`config.mk`:
```
export PLATFORM = sky130hd
export DESIGN_NAME = softmax_normalize_block
export DESIGN_NICKNAME = d
export VERILOG_FILES = /design/src/rtl/softmax_pkg.sv /design/src/rtl/softmax_normalize_block_divider.sv /design/src/rtl/softmax_normalize_block.sv
export SDC_FILE = /design/constraint.sdc
export NUM_CORES = 1
export LEC_CHECK = 0
export ABC_AREA = 1
export CELL_PAD_IN_SITES_DETAIL_PLACEMENT = 0
export CELL_PAD_IN_SITES_GLOBAL_PLACEMENT = 1
export CORE_MARGIN = 4
export CORE_UTILIZATION = 28
export DETAILED_ROUTE_END_ITERATION = 6
export PLACE_DENSITY_LB_ADDON = 0.1
export SYNTH_ARGS = -nofsm -noshare
export SYNTH_HDL_FRONTEND = slang
export SYNTH_SLANG_ARGS = --single-unit
export TNS_END_PERCENT = 100
```
`constraint.sdc`:
```
create_clock -name clock_i -period 3.9 [get_ports clock_i]
set_input_delay 0.585 -clock clock_i [delete_from_list [all_inputs] [get_ports clock_i]]
set_output_delay 0.585 -clock clock_i [all_outputs]
set_load 0.02 [all_outputs]
```
`src/rtl/softmax_pkg.sv`:
```
// Shared defaults, FSM state encoding and Q-format constants for the softmax
// normalise stage.
package softmax_pkg;

  localparam int unsigned default_data_size      = 32;
  localparam int unsigned default_number_of_data = 10;
  localparam int unsigned default_frac_bits      = 16;

  typedef enum logic [1:0] {
    COLLECT,
    DIVIDE,
    EMIT,
    FINISH
  } state_t;

  // 1.0 and the saturation word at the default Q16.16 format
  localparam logic [default_data_size-1:0] q_one =
    default_data_size'(1) << default_frac_bits;
  localparam logic [default_data_size-1:0] q_sat = '1;

endpackage

```
`src/rtl/softmax_normalize_block_divider.sv`:
```
// Iterative restoring divider: one quotient bit per cycle, the first step is
// taken on the start edge so done arrives dividend_width cycles after start.
module restoring_divider #(
  parameter int unsigned dividend_width = 64,
  parameter int unsigned divisor_width  = 32
) (
  input  logic                      clock_i,
  input  logic                      reset_i,
  input  logic                      start,
  input  logic [dividend_width-1:0] dividend,
  input  logic [divisor_width-1:0]  divisor,
  output logic                      busy,
  output logic                      done,
  output logic [dividend_width-1:0] quotient
);

  localparam int unsigned cnt_width = $clog2(dividend_width + 1);

  logic [divisor_width-1:0]  rem;
  logic [divisor_width-1:0]  div_reg;
  logic [cnt_width-1:0]      cnt;

  logic [divisor_width-1:0]  cur_rem;
  logic [dividend_width-1:0] cur_quo;
  logic [divisor_width-1:0]  cur_div;
  logic [divisor_width:0]    shifted;
  logic [divisor_width-1:0]  trial;
  logic                      fits;
  logic [divisor_width-1:0]  step_rem;
  logic [dividend_width-1:0] step_quo;

  // One restoring step; on start it operates on the fresh operands
  always_comb begin
    cur_rem  = start ? '0 : rem;
    cur_quo  = start ? dividend : quotient;
    cur_div  = start ? divisor : div_reg;
    shifted  = {cur_rem, cur_quo[dividend_width-1]};
    fits     = (shifted >= {1'b0, cur_div});
    trial    = shifted[divisor_width-1:0] - cur_div;
    step_rem = fits ? trial : shifted[divisor_width-1:0];
    step_quo = {cur_quo[dividend_width-2:0], fits};
  end

  always_ff @(posedge clock_i) begin
    if (reset_i) begin
      rem      <= '0;
      div_reg  <= '0;
      cnt      <= '0;
      quotient <= '0;
      busy     <= 1'b0;
      done     <= 1'b0;
    end else begin
      done <= 1'b0;
      if (start) begin
        rem      <= step_rem;
        quotient <= step_quo;
        div_reg  <= divisor;
        cnt      <= cnt_width'(1);
        busy     <= 1'b1;
      end else if (busy) begin
        rem      <= step_rem;
        quotient <= step_quo;
        cnt      <= cnt + cnt_width'(1);
        if (cnt == cnt_width'(dividend_width - 1)) begin
          busy <= 1'b0;
          done <= 1'b1;
        end
      end
    end
  end

endmodule

```
`src/rtl/softmax_normalize_block.sv`:
```
// Softmax output stage: buffers the exp stream, waits for the exp-sum, then
// emits exp_k / sum for every buffered element in arrival order.
module softmax_normalize_block
  import softmax_pkg::*;
#(
  parameter int unsigned data_size      = default_data_size,
  parameter int unsigned number_of_data = default_number_of_data,
  parameter int unsigned frac_bits      = default_frac_bits
) (
  input  logic                 clock_i,
  input  logic                 reset_i,
  input  logic [data_size-1:0] exp_i,
  input  logic                 exp_valid_i,
  input  logic                 exp_done_i,
  input  logic [data_size-1:0] sum_i,
  input  logic                 sum_valid_i,
  output logic [data_size-1:0] softmax_o,
  output logic                 softmax_valid_o,
  output logic                 softmax_done_o,
  output logic                 busy_o,
  output logic                 overflow_o
);

  localparam int unsigned cnt_width = $clog2(number_of_data + 1);
  localparam int unsigned quo_width = 2 * data_size;

  state_t               state;
  logic [data_size-1:0] buffer [number_of_data];
  logic [cnt_width-1:0] count;
  logic [cnt_width-1:0] rd_ptr;
  logic [data_size-1:0] sum_reg;
  logic                 sum_seen;
  logic                 done_seen;

  logic                 accept_c;
  logic [cnt_width-1:0] count_c;
  logic                 sum_seen_c;
  logic                 done_seen_c;
  logic                 last_c;
  logic                 sum_zero_c;
  logic                 sat_c;
  logic                 div_start_c;
  logic [quo_width-1:0] dividend_c;
  logic                 div_busy;
  logic                 div_done;
  logic [quo_width-1:0] quotient;

  // Flags include this cycle's updates so the hand-off to DIVIDE is immediate
  always_comb begin
    accept_c    = exp_valid_i && (count < cnt_width'(number_of_data));
    count_c     = accept_c ? count + cnt_width'(1) : count;
    sum_seen_c  = sum_seen | sum_valid_i;
    done_seen_c = done_seen | exp_done_i;
    last_c      = (rd_ptr == count - cnt_width'(1));
    sum_zero_c  = (sum_reg == '0);
    sat_c       = |quotient[quo_width-1:data_size];
    dividend_c  = quo_width'(buffer[rd_ptr]) << frac_bits;
    div_start_c = (state == DIVIDE) && !sum_zero_c && !div_busy && !div_done;
  end

  restoring_divider #(
    .dividend_width(quo_width),
    .divisor_width (data_size)
  ) u_divider (
    .clock_i (clock_i),
    .reset_i (reset_i),
    .start   (div_start_c),
    .dividend(dividend_c),
    .divisor (sum_reg),
    .busy    (div_busy),
    .done    (div_done),
    .quotient(quotient)
  );

  always_ff @(posedge clock_i) begin
    if (reset_i) begin
      state           <= COLLECT;
      count           <= '0;
      rd_ptr          <= '0;
      sum_reg         <= '0;
      sum_seen        <= 1'b0;
      done_seen       <= 1'b0;
      softmax_o       <= '0;
      softmax_valid_o <= 1'b0;
      softmax_done_o  <= 1'b0;
      busy_o          <= 1'b0;
      overflow_o      <= 1'b0;
    end else begin
      softmax_valid_o <= 1'b0;
      softmax_done_o  <= 1'b0;
      case (state)
        COLLECT: begin
          if (accept_c) begin
            buffer[count] <= exp_i;
            busy_o        <= 1'b1;
          end
          if (exp_valid_i && !accept_c) overflow_o <= 1'b1;
          if (sum_valid_i) sum_reg <= sum_i;
          count     <= count_c;
          sum_seen  <= sum_seen_c;
          done_seen <= done_seen_c;
          if (sum_seen_c && done_seen_c) begin
            rd_ptr <= '0;
            if (count_c == '0) begin
              // Empty vector: lone done pulse, no data
              softmax_done_o <= 1'b1;
              busy_o         <= 1'b0;
              state          <= FINISH;
            end else begin
              state <= DIVIDE;
            end
          end
        end
        DIVIDE: begin
          if (sum_zero_c || div_done) begin
            softmax_o       <= (sum_zero_c || sat_c) ? '1 : quotient[data_size-1:0];
            softmax_valid_o <= 1'b1;
            softmax_done_o  <= last_c;
            state           <= EMIT;
          end
        end
        EMIT: begin
          rd_ptr <= rd_ptr + cnt_width'(1);
          if (last_c) begin
            busy_o <= 1'b0;
            state  <= FINISH;
          end else begin
            state <= DIVIDE;
          end
        end
        FINISH: begin
          count     <= '0;
          rd_ptr    <= '0;
          sum_reg   <= '0;
          sum_seen  <= 1'b0;
          done_seen <= 1'b0;
          state     <= COLLECT;
        end
        default: state <= COLLECT;
      endcase
    end
  end

endmodule

```
==> Word-level counts from Yosys, hierarchy flattened <==
Memories as Yosys holds them, arrays and structs flattened. A register that Yosys moved wholly into a read port is not among the register bits.
Index checks and enable logic that the tools add are counted.
{ "word_totals": {"register_bits": 217, "mem_bits_rw": 320, "in_bits": 69, "out_inout_bits": 36, "elab_cells": 112, "memories": 1} }
{ "classes": {"n_addsub": 5, "order_cmp": 2, "n_eq_ne": 9, "n_mux": 44, "n_bitwise": 4, "n_reduce_logical": 29} }
{ "mem_list": {"columns": ["memory", "depth", "width", "rd", "rd_clocked_by_memory_dff", "write_ports", "line_no", "text"], "rows": [
  ["buffer", 10, 32, 1, 1, 1, "softmax_normalize_block.sv:28", "logic [data_size-1:0] buffer [number_of_data];"]
]} }
{ "ops": {"columns": ["cell", "count"], "rows": [
  ["$mux W32", 7],
  ["$mux W64", 3],
  ["$pmux W32 S2", 1],
  ["$ge A33 B32 Y1", 1],
  ["$logic_not A32 Y1", 1],
  ["$reduce_or A32 Y1", 1],
  ["$sub A32 B32 Y32", 1],
  ["$mux W1", 18],
  ["$mux W4", 4],
  ["$pmux W4 S3", 1],
  ["$reduce_and A2 Y1", 6],
  ["$add A4 B1 Y4 const B", 2],
  ["$mux W2", 4],
  ["$pmux W1 S2", 4],
  ["$pmux W2 S4", 1],
  ["$pmux W4 S2", 1],
  ["$add A7 B1 Y7 const B", 1],
  ["$eq A7 B6 Y1 const B", 1],
  ["$logic_and A1 B1 Y1", 6],
  ["$ne A2 B2 Y1 const B", 3],
  ["$reduce_bool A2 Y1", 3],
  ["$eq A2 B2 Y1 const B", 2],
  ["$eq A4 B4 Y1", 1],
  ["$logic_not A1 Y1", 4],
  ["12 further kinds", 16]
]} }

==> Logic depth before layout (Yosys ltp) <==
{ "depth": {"depth_word": 10, "ltp_mapped": 29, "depth_no_buf": 27} }

==> Modules after synthesis <==
Synthesis repeated with hierarchy kept, for this count alone.
{ "unflattened": {"cells_unflattened": 2774, "hier_area_um2": 25299.3} }
{ "modules_own_cells": {"columns": ["mod", "instances", "cells_per_inst", "area_per_inst_um2", "seq_area_each_um2"], "rows": [
  ["softmax_normalize_block", 1, 1374, 16617.2, 11290.8],
  ["restoring_divider", 1, 1400, 8682.1, 2742.6]
]} }

==> Least setup slack after synthesis <==
Ideal clock, no wire load.
{ "synth_path": {"kind": "in2reg", "start": "in reset_i", "end": "mem buffer[8][0] (netlist name) (enable)", "setup_time_ns": 0.461, "arrival_time_ns": 3.456, "setup_slack_ns": -0.017, "cell_stages": 4, "path_buffers": 1, "path_cell_list": "clkinv_1 clkbuf_1 nand3_1 nor3_1"} }
{ "synth_between": {"elab_chain_len": 2} }
{ "synth_rtl": {"columns": ["element", "line_no", "text"], "rows": [
  ["from (decl)", "softmax_normalize_block.sv:11", "input logic reset_i,"],
  ["$mux W1", "softmax_normalize_block.sv:76", "if (reset_i) begin"],
  ["$mux W1 (implied by the code)", "softmax_normalize_block.sv:94", "buffer[count] <= exp_i;"],
  ["to (decl)", "softmax_normalize_block.sv:28", null]
]} }
Every way passes these cells.

==> Worst setup path after layout <==
{ "layout_path": {"start": "reg sum_reg[27]", "end": "reg u_divider.rem[10]"} }
{ "layout_between": {"elab_chain_len": 10, "elab_cells_between_ends": 14} }
{ "layout_rtl": {"columns": ["element", "line_no", "text"], "rows": [
  ["from (decl)", "softmax_normalize_block.sv:31", "logic [data_size-1:0] sum_reg;"],
  ["from (signal assigned)", "softmax_normalize_block.sv:98", "if (sum_valid_i) sum_reg <= sum_i;"],
  ["$logic_not A32 Y1", "softmax_normalize_block.sv:55", "sum_zero_c = (sum_reg == '0);"],
  ["$logic_not A1 Y1", "softmax_normalize_block.sv:58", "div_start_c = (state == DIVIDE) && !sum_zero_c && !div_busy && !div_done;"],
  ["$logic_and A1 B1 Y1 (3 in series)", "softmax_normalize_block.sv:58", null],
  ["$mux W64, or another cell as far along", "softmax_normalize_block_divider.sv:35", "cur_quo = start ? dividend : quotient;"],
  ["$sub A32 B32 Y32 / $ge A33 B32 Y1 (equally long branches)", "softmax_normalize_block_divider.sv:39, softmax_normalize_block_divider.sv:38", null],
  ["$mux W32", "softmax_normalize_block_divider.sv:40", "step_rem = fits ? trial : shifted[divisor_width-1:0];"],
  ["$mux W32", "softmax_normalize_block_divider.sv:60", "end else if (busy) begin"],
  ["$mux W32", "softmax_normalize_block_divider.sv:54", "if (start) begin"],
  ["to (signal assigned)", "softmax_normalize_block_divider.sv:55", "rem <= step_rem;"],
  ["to (signal assigned)", "softmax_normalize_block_divider.sv:61", "rem <= step_rem;"],
  ["to (decl)", "softmax_normalize_block_divider.sv:19", "logic [divisor_width-1:0] rem;"]
]} }
Several ways; a longest one is shown, not always the timed one. The select of a mux whose other input is x is not followed.
A chain may end at the register's enable or synchronous reset.

==> flow_results.xml <==
<?xml version="1.0" encoding="UTF-8"?>
<metrics>
  <group name="status">
    <metric name="outcome" unit="">complete, no violations</metric>
  </group>
  <group name="worst_setup_path">
    <metric name="crit_end" unit="">u_divider.rem[10]</metric>
    <metric name="timing.reg2reg.setup_slack" unit="ns">0.32</metric>
    <metric name="worstPathRequired" unit="ns">4.41</metric>
    <metric name="start_kind" unit="">flop</metric>
    <metric name="worst-setup-path-type" unit="">flop to flop</metric>
    <metric name="timing.critical_path.to_type" unit="">flop</metric>
    <metric name="crit-reg2reg-capture" unit="">u_divider.rem[10]</metric>
    <metric name="critPathMaxFanout" unit="">17</metric>
    <metric name="rr_startpoint" unit="">sum_reg[27]</metric>
    <metric name="crit_arrival" unit="ns">4.09</metric>
    <metric name="setup.worst_path.start" unit="">sum_reg[27]</metric>
    <metric name="r2r.worst_path.cells" unit="">20</metric>
  </group>
  <group name="min_path">
    <metric name="worst_hold_path.num_cells" unit="">2</metric>
    <metric name="hold_class" unit="">input port to flop</metric>
  </group>
  <group name="yosys">
    <metric name="synth_sequential_area_ratio" unit="%">60.3</metric>
    <metric name="yosysMostFrequentCell" unit="">nor2_1</metric>
    <metric name="area_contributors_post_synth" unit="">edfxtp_1 41%, dfxtp_1 19%, o21ai_0 7.1%</metric>
    <metric name="synth.top_cells.by_count" unit="">344 x nor2_1, 330 x o21ai_0, 320 x edfxtp_1</metric>
    <metric name="synth.net_count" unit="">2529</metric>
    <metric name="synth_area" unit="um^2">23300</metric>
    <metric name="synth_largest_type_area_fraction" unit="%">41.3</metric>
    <metric name="synth-async-reset-ratio" unit="%">0</metric>
    <metric name="synth_warnings" unit="">0</metric>
    <metric name="post_synth_num_cell_types" unit="">53</metric>
    <metric name="postSynthAreaPerCell" unit="um^2">9.63</metric>
    <metric name="synthesis.instances" unit="">2417</metric>
    <metric name="postSynthRegisterBits" unit="">541</metric>
    <metric name="synth-edff-count" unit="">320</metric>
    <metric name="main_flop_type_after_synthesis" unit="">edfxtp_1</metric>
    <metric name="netlist.top_cell.by_area" unit="">edfxtp_1</metric>
  </group>
  <group name="grt">
    <metric name="grt_first_pass_wirelength" unit="um">112000</metric>
    <metric name="antenna_found_initial" unit="">3</metric>
    <metric name="first_global_vias" unit="">18258</metric>
    <metric name="pin_count_of_the_biggest_net_entering_global_routing" unit="">126</metric>
    <metric name="gr-total-overflow" unit="">0</metric>
    <metric name="all_layer_gr_usage" unit="%">16.7</metric>
  </group>
  <group name="sta">
    <metric name="fin_worst_skew" unit="ns">0.0436</metric>
    <metric name="final_period_minus_worst_setup_slack" unit="ns">3.58</metric>
    <metric name="rsz_0062_raised_after_global_routing" unit="">yes</metric>
    <metric name="hold_viol_final" unit="">0</metric>
    <metric name="slew_violations" unit="">0</metric>
    <metric name="slew-limit-headroom" unit="%">38.7</metric>
    <metric name="worstMarginPinSlew" unit="ns">0.918</metric>
    <metric name="setup_viol" unit="">0</metric>
    <metric name="hold_ws" unit="ns">0.341</metric>
    <metric name="timing.fmax" unit="MHz">279</metric>
    <metric name="fin_tns_setup" unit="ns">0</metric>
    <metric name="timing.final.crit_share" unit="%">91.9</metric>
  </group>
  <group name="finish">
    <metric name="n_fill_cell" unit="">8356</metric>
    <metric name="largest_register_ffs" unit="">320</metric>
    <metric name="design.final.nets" unit="">2788</metric>
    <metric name="largest_registers" unit="">buffer (320), u_divider.quotient (64)</metric>
    <metric name="layout-drive-gt1-share" unit="%">14.0</metric>
    <metric name="biggest_register" unit="">buffer</metric>
    <metric name="syn_to_final_growth" unit="%">25.6</metric>
  </group>
  <group name="routing">
    <metric name="drt.antenna.violating_nets" unit="">0</metric>
    <metric name="detail_route.drc_violations" unit="">0</metric>
    <metric name="drt-initial-drc-count" unit="">925</metric>
    <metric name="dr_total_vias" unit="">17896</metric>
    <metric name="drt-wirelength-per-cell" unit="um">19.5</metric>
    <metric name="first_pass_iters" unit="">5</metric>
    <metric name="drt-total-wl" unit="um">74000</metric>
    <metric name="route.detailed.vias_per_inst" unit="">4.71</metric>
  </group>
  <group name="power_and_ir_drop">
    <metric name="areal_power_density_over_the_cells" unit="nW/um^2">868</metric>
    <metric name="max-vdd-ir-drop" unit="mV">0.483</metric>
    <metric name="total_leakage_power" unit="nW">11.1</metric>
  </group>
  <group name="placement">
    <metric name="routabilityCongestion" unit="">0.826</metric>
    <metric name="place.detailed.hpwl" unit="um">47900</metric>
    <metric name="port_buffers" unit="">104</metric>
  </group>
  <group name="floorplan">
    <metric name="floorplan.initialDensity" unit="%">28.3</metric>
    <metric name="die-width" unit="um">296</metric>
    <metric name="placeableCoreArea" unit="um^2">82200</metric>
    <metric name="floorplan.die.height" unit="um">296</metric>
    <metric name="rows" unit="">105</metric>
    <metric name="die_footprint" unit="um^2">87800</metric>
    <metric name="floorplan.io_pins" unit="">105</metric>
  </group>
  <group name="clock_tree">
    <metric name="clk-insertion-delay-late" unit="ns">0.65</metric>
    <metric name="tritoncts_clock_tree" unit="">yes</metric>
    <metric name="htree_num_levels" unit="">2</metric>
    <metric name="ctsHoldBuffers" unit="">0</metric>
    <metric name="clockRootBuffer" unit="">clkbuf_16</metric>
    <metric name="ctsLongestPathBuffers" unit="">3</metric>
    <metric name="clock-sinks" unit="">541</metric>
    <metric name="cts-buffers-inserted" unit="">61</metric>
    <metric name="clk_pin_slew_worst_paths" unit="ns">0.06</metric>
  </group>
  <group name="job">
    <metric name="drv_cap" unit="">0</metric>
  </group>
</metrics>
-- power breakdown --
| part | switching [W] | internal, W |
|---|---|---|
| registers | 0.000299 | 0.00665 |
| clock network | 0.00237 | 0.00338 |
| logic | 0.00759 | 0.00510 |
| total | 0.0103 | 0.0151 |
-- layer usage --
metal / vias up / global-route usage, % / share of wire (%)
met5: - / 0 / 0.018
met4: 2 / 4.05 / 2.1
met3: 86 / 2.29 / 3.2
met2: 230 / 30.1 / 50
met1: 8655 / 21.3 / 44
li1: 8923 / - / -
-- cell type report --
| type | instances | area, um^2 | area share, % |
|---|---|---|---|
| sequential | 541 | 14000 | 48.0 |
| multi-input combinational | 1523 | 8020 | 27.4 |
| timing repair buffer | 330 | 3000 | 10.3 |
| clock buffer | 85 | 1670 | 5.70 |
| tap | 1070 | 1340 | 4.58 |
| inverter | 219 | 825 | 2.82 |
| clock inverter | 29 | 352 | 1.20 |
| antenna | 2 | 5.00 | 0.0171 |
-- repair_timing --
item | CTS | global route
resized for setup | 2 | 39
pin swaps | 1 | 6
setup endpoints to repair | 10 | 32
setup buffers | 1 | 1
-- worst max-delay path: stages, from the launching register on --
cell and delay (ns):
dfxtp_1 0.31, nor2_1 0.11, nand4_1 0.11, buf_4 0.17, nor2_4 0.13, buf_4 0.12, nand2_1 0.09, nand4_4 0.10
buf_4 0.15, buf_12 0.17, mux2i_4 0.27, ha_1 0.18, buf_4 0.14, nand2_1 0.09, nor4_1 0.48, nand3_2 0.18
nand2_4 0.13, buf_8 0.16, o21ai_0 0.11, nor2_1 0.18, nor2_1 0.05
-- how the worst min path moves through the flow --
stage | start | end | slack (ns)
after floorplan | u_divider.quotient[45] | u_divider.quotient[45] | 0.44
after detailed placement | u_divider.cnt[6] | u_divider.cnt[6] | 0.46
after global placement | u_divider.cnt[6] | u_divider.cnt[6] | 0.45
final | reset_i | softmax_valid_o | 0.34
after global routing | reset_i | u_divider.div_reg[26] | 0.34
after CTS | reset_i | softmax_valid_o | 0.30
-- cell usage in the layout, fill, tap and decap left out, types with 15 or more instances in the layout --
| cell type | Yosys | layout |
|---|---|---|
| dfxtp_1 | 221 | 219 |
| nand2_1 | 300 | 297 |
| inv_2 | 15 | 15 |
| clkbuf_1 | 87 | 19 |
| a21oi_1 | 130 | 126 |
| inv_1 | 202 | 202 |
| xnor2_1 | 15 | 15 |
| edfxtp_1 | 320 | 320 |
| clkbuf_16 | 0 | 61 |
| o211ai_1 | 23 | 23 |
| buf_12 | 0 | 20 |
| ha_1 | 42 | 39 |
| buf_4 | 4 | 204 |
| o21ai_1 | 11 | 21 |
| o221ai_1 | 27 | 27 |
| clkdlybuf4s50_1 | 0 | 103 |
| o22ai_1 | 95 | 95 |
| o21ai_0 | 330 | 320 |
| a211oi_1 | 28 | 28 |
| nand3_1 | 60 | 58 |
| nor2_1 | 344 | 338 |
-- kinds of logic (layout without fill, tap and decap cells) --
logic type | Yosys count | in the layout | share of synthesized area, %
compound gates | 678 | 678 | 16.5
flops | 541 | 541 | 60.3
fa+ha+maj | 43 | 43 | 2.34
buf+inv | 353 | 663 | 6.03
other cells | 0 | 2 | 0
simple gates | 765 | 765 | 13.4
mux | 8 | 8 | 0.344
xor+xnor | 29 | 29 | 1.09
-- stage by stage --
stage               instance area (um^2)  utilization (%)  worst slack [ns]  std cells  power, W
finish                             29200             35.6             0.317       3799    0.0254
floorplan                          23300                -           -0.0169       2417    0.0140
detailed placement                 27100             32.9           -0.0287       3681    0.0197
CTS                                29100             35.4            0.0530       3796    0.0256
global placement                   27100             32.9           -0.0241       3681    0.0197
global route                       29200             35.6          0.000533       3798    0.0274
Note: power is estimated with default switching activity, not from simulation.
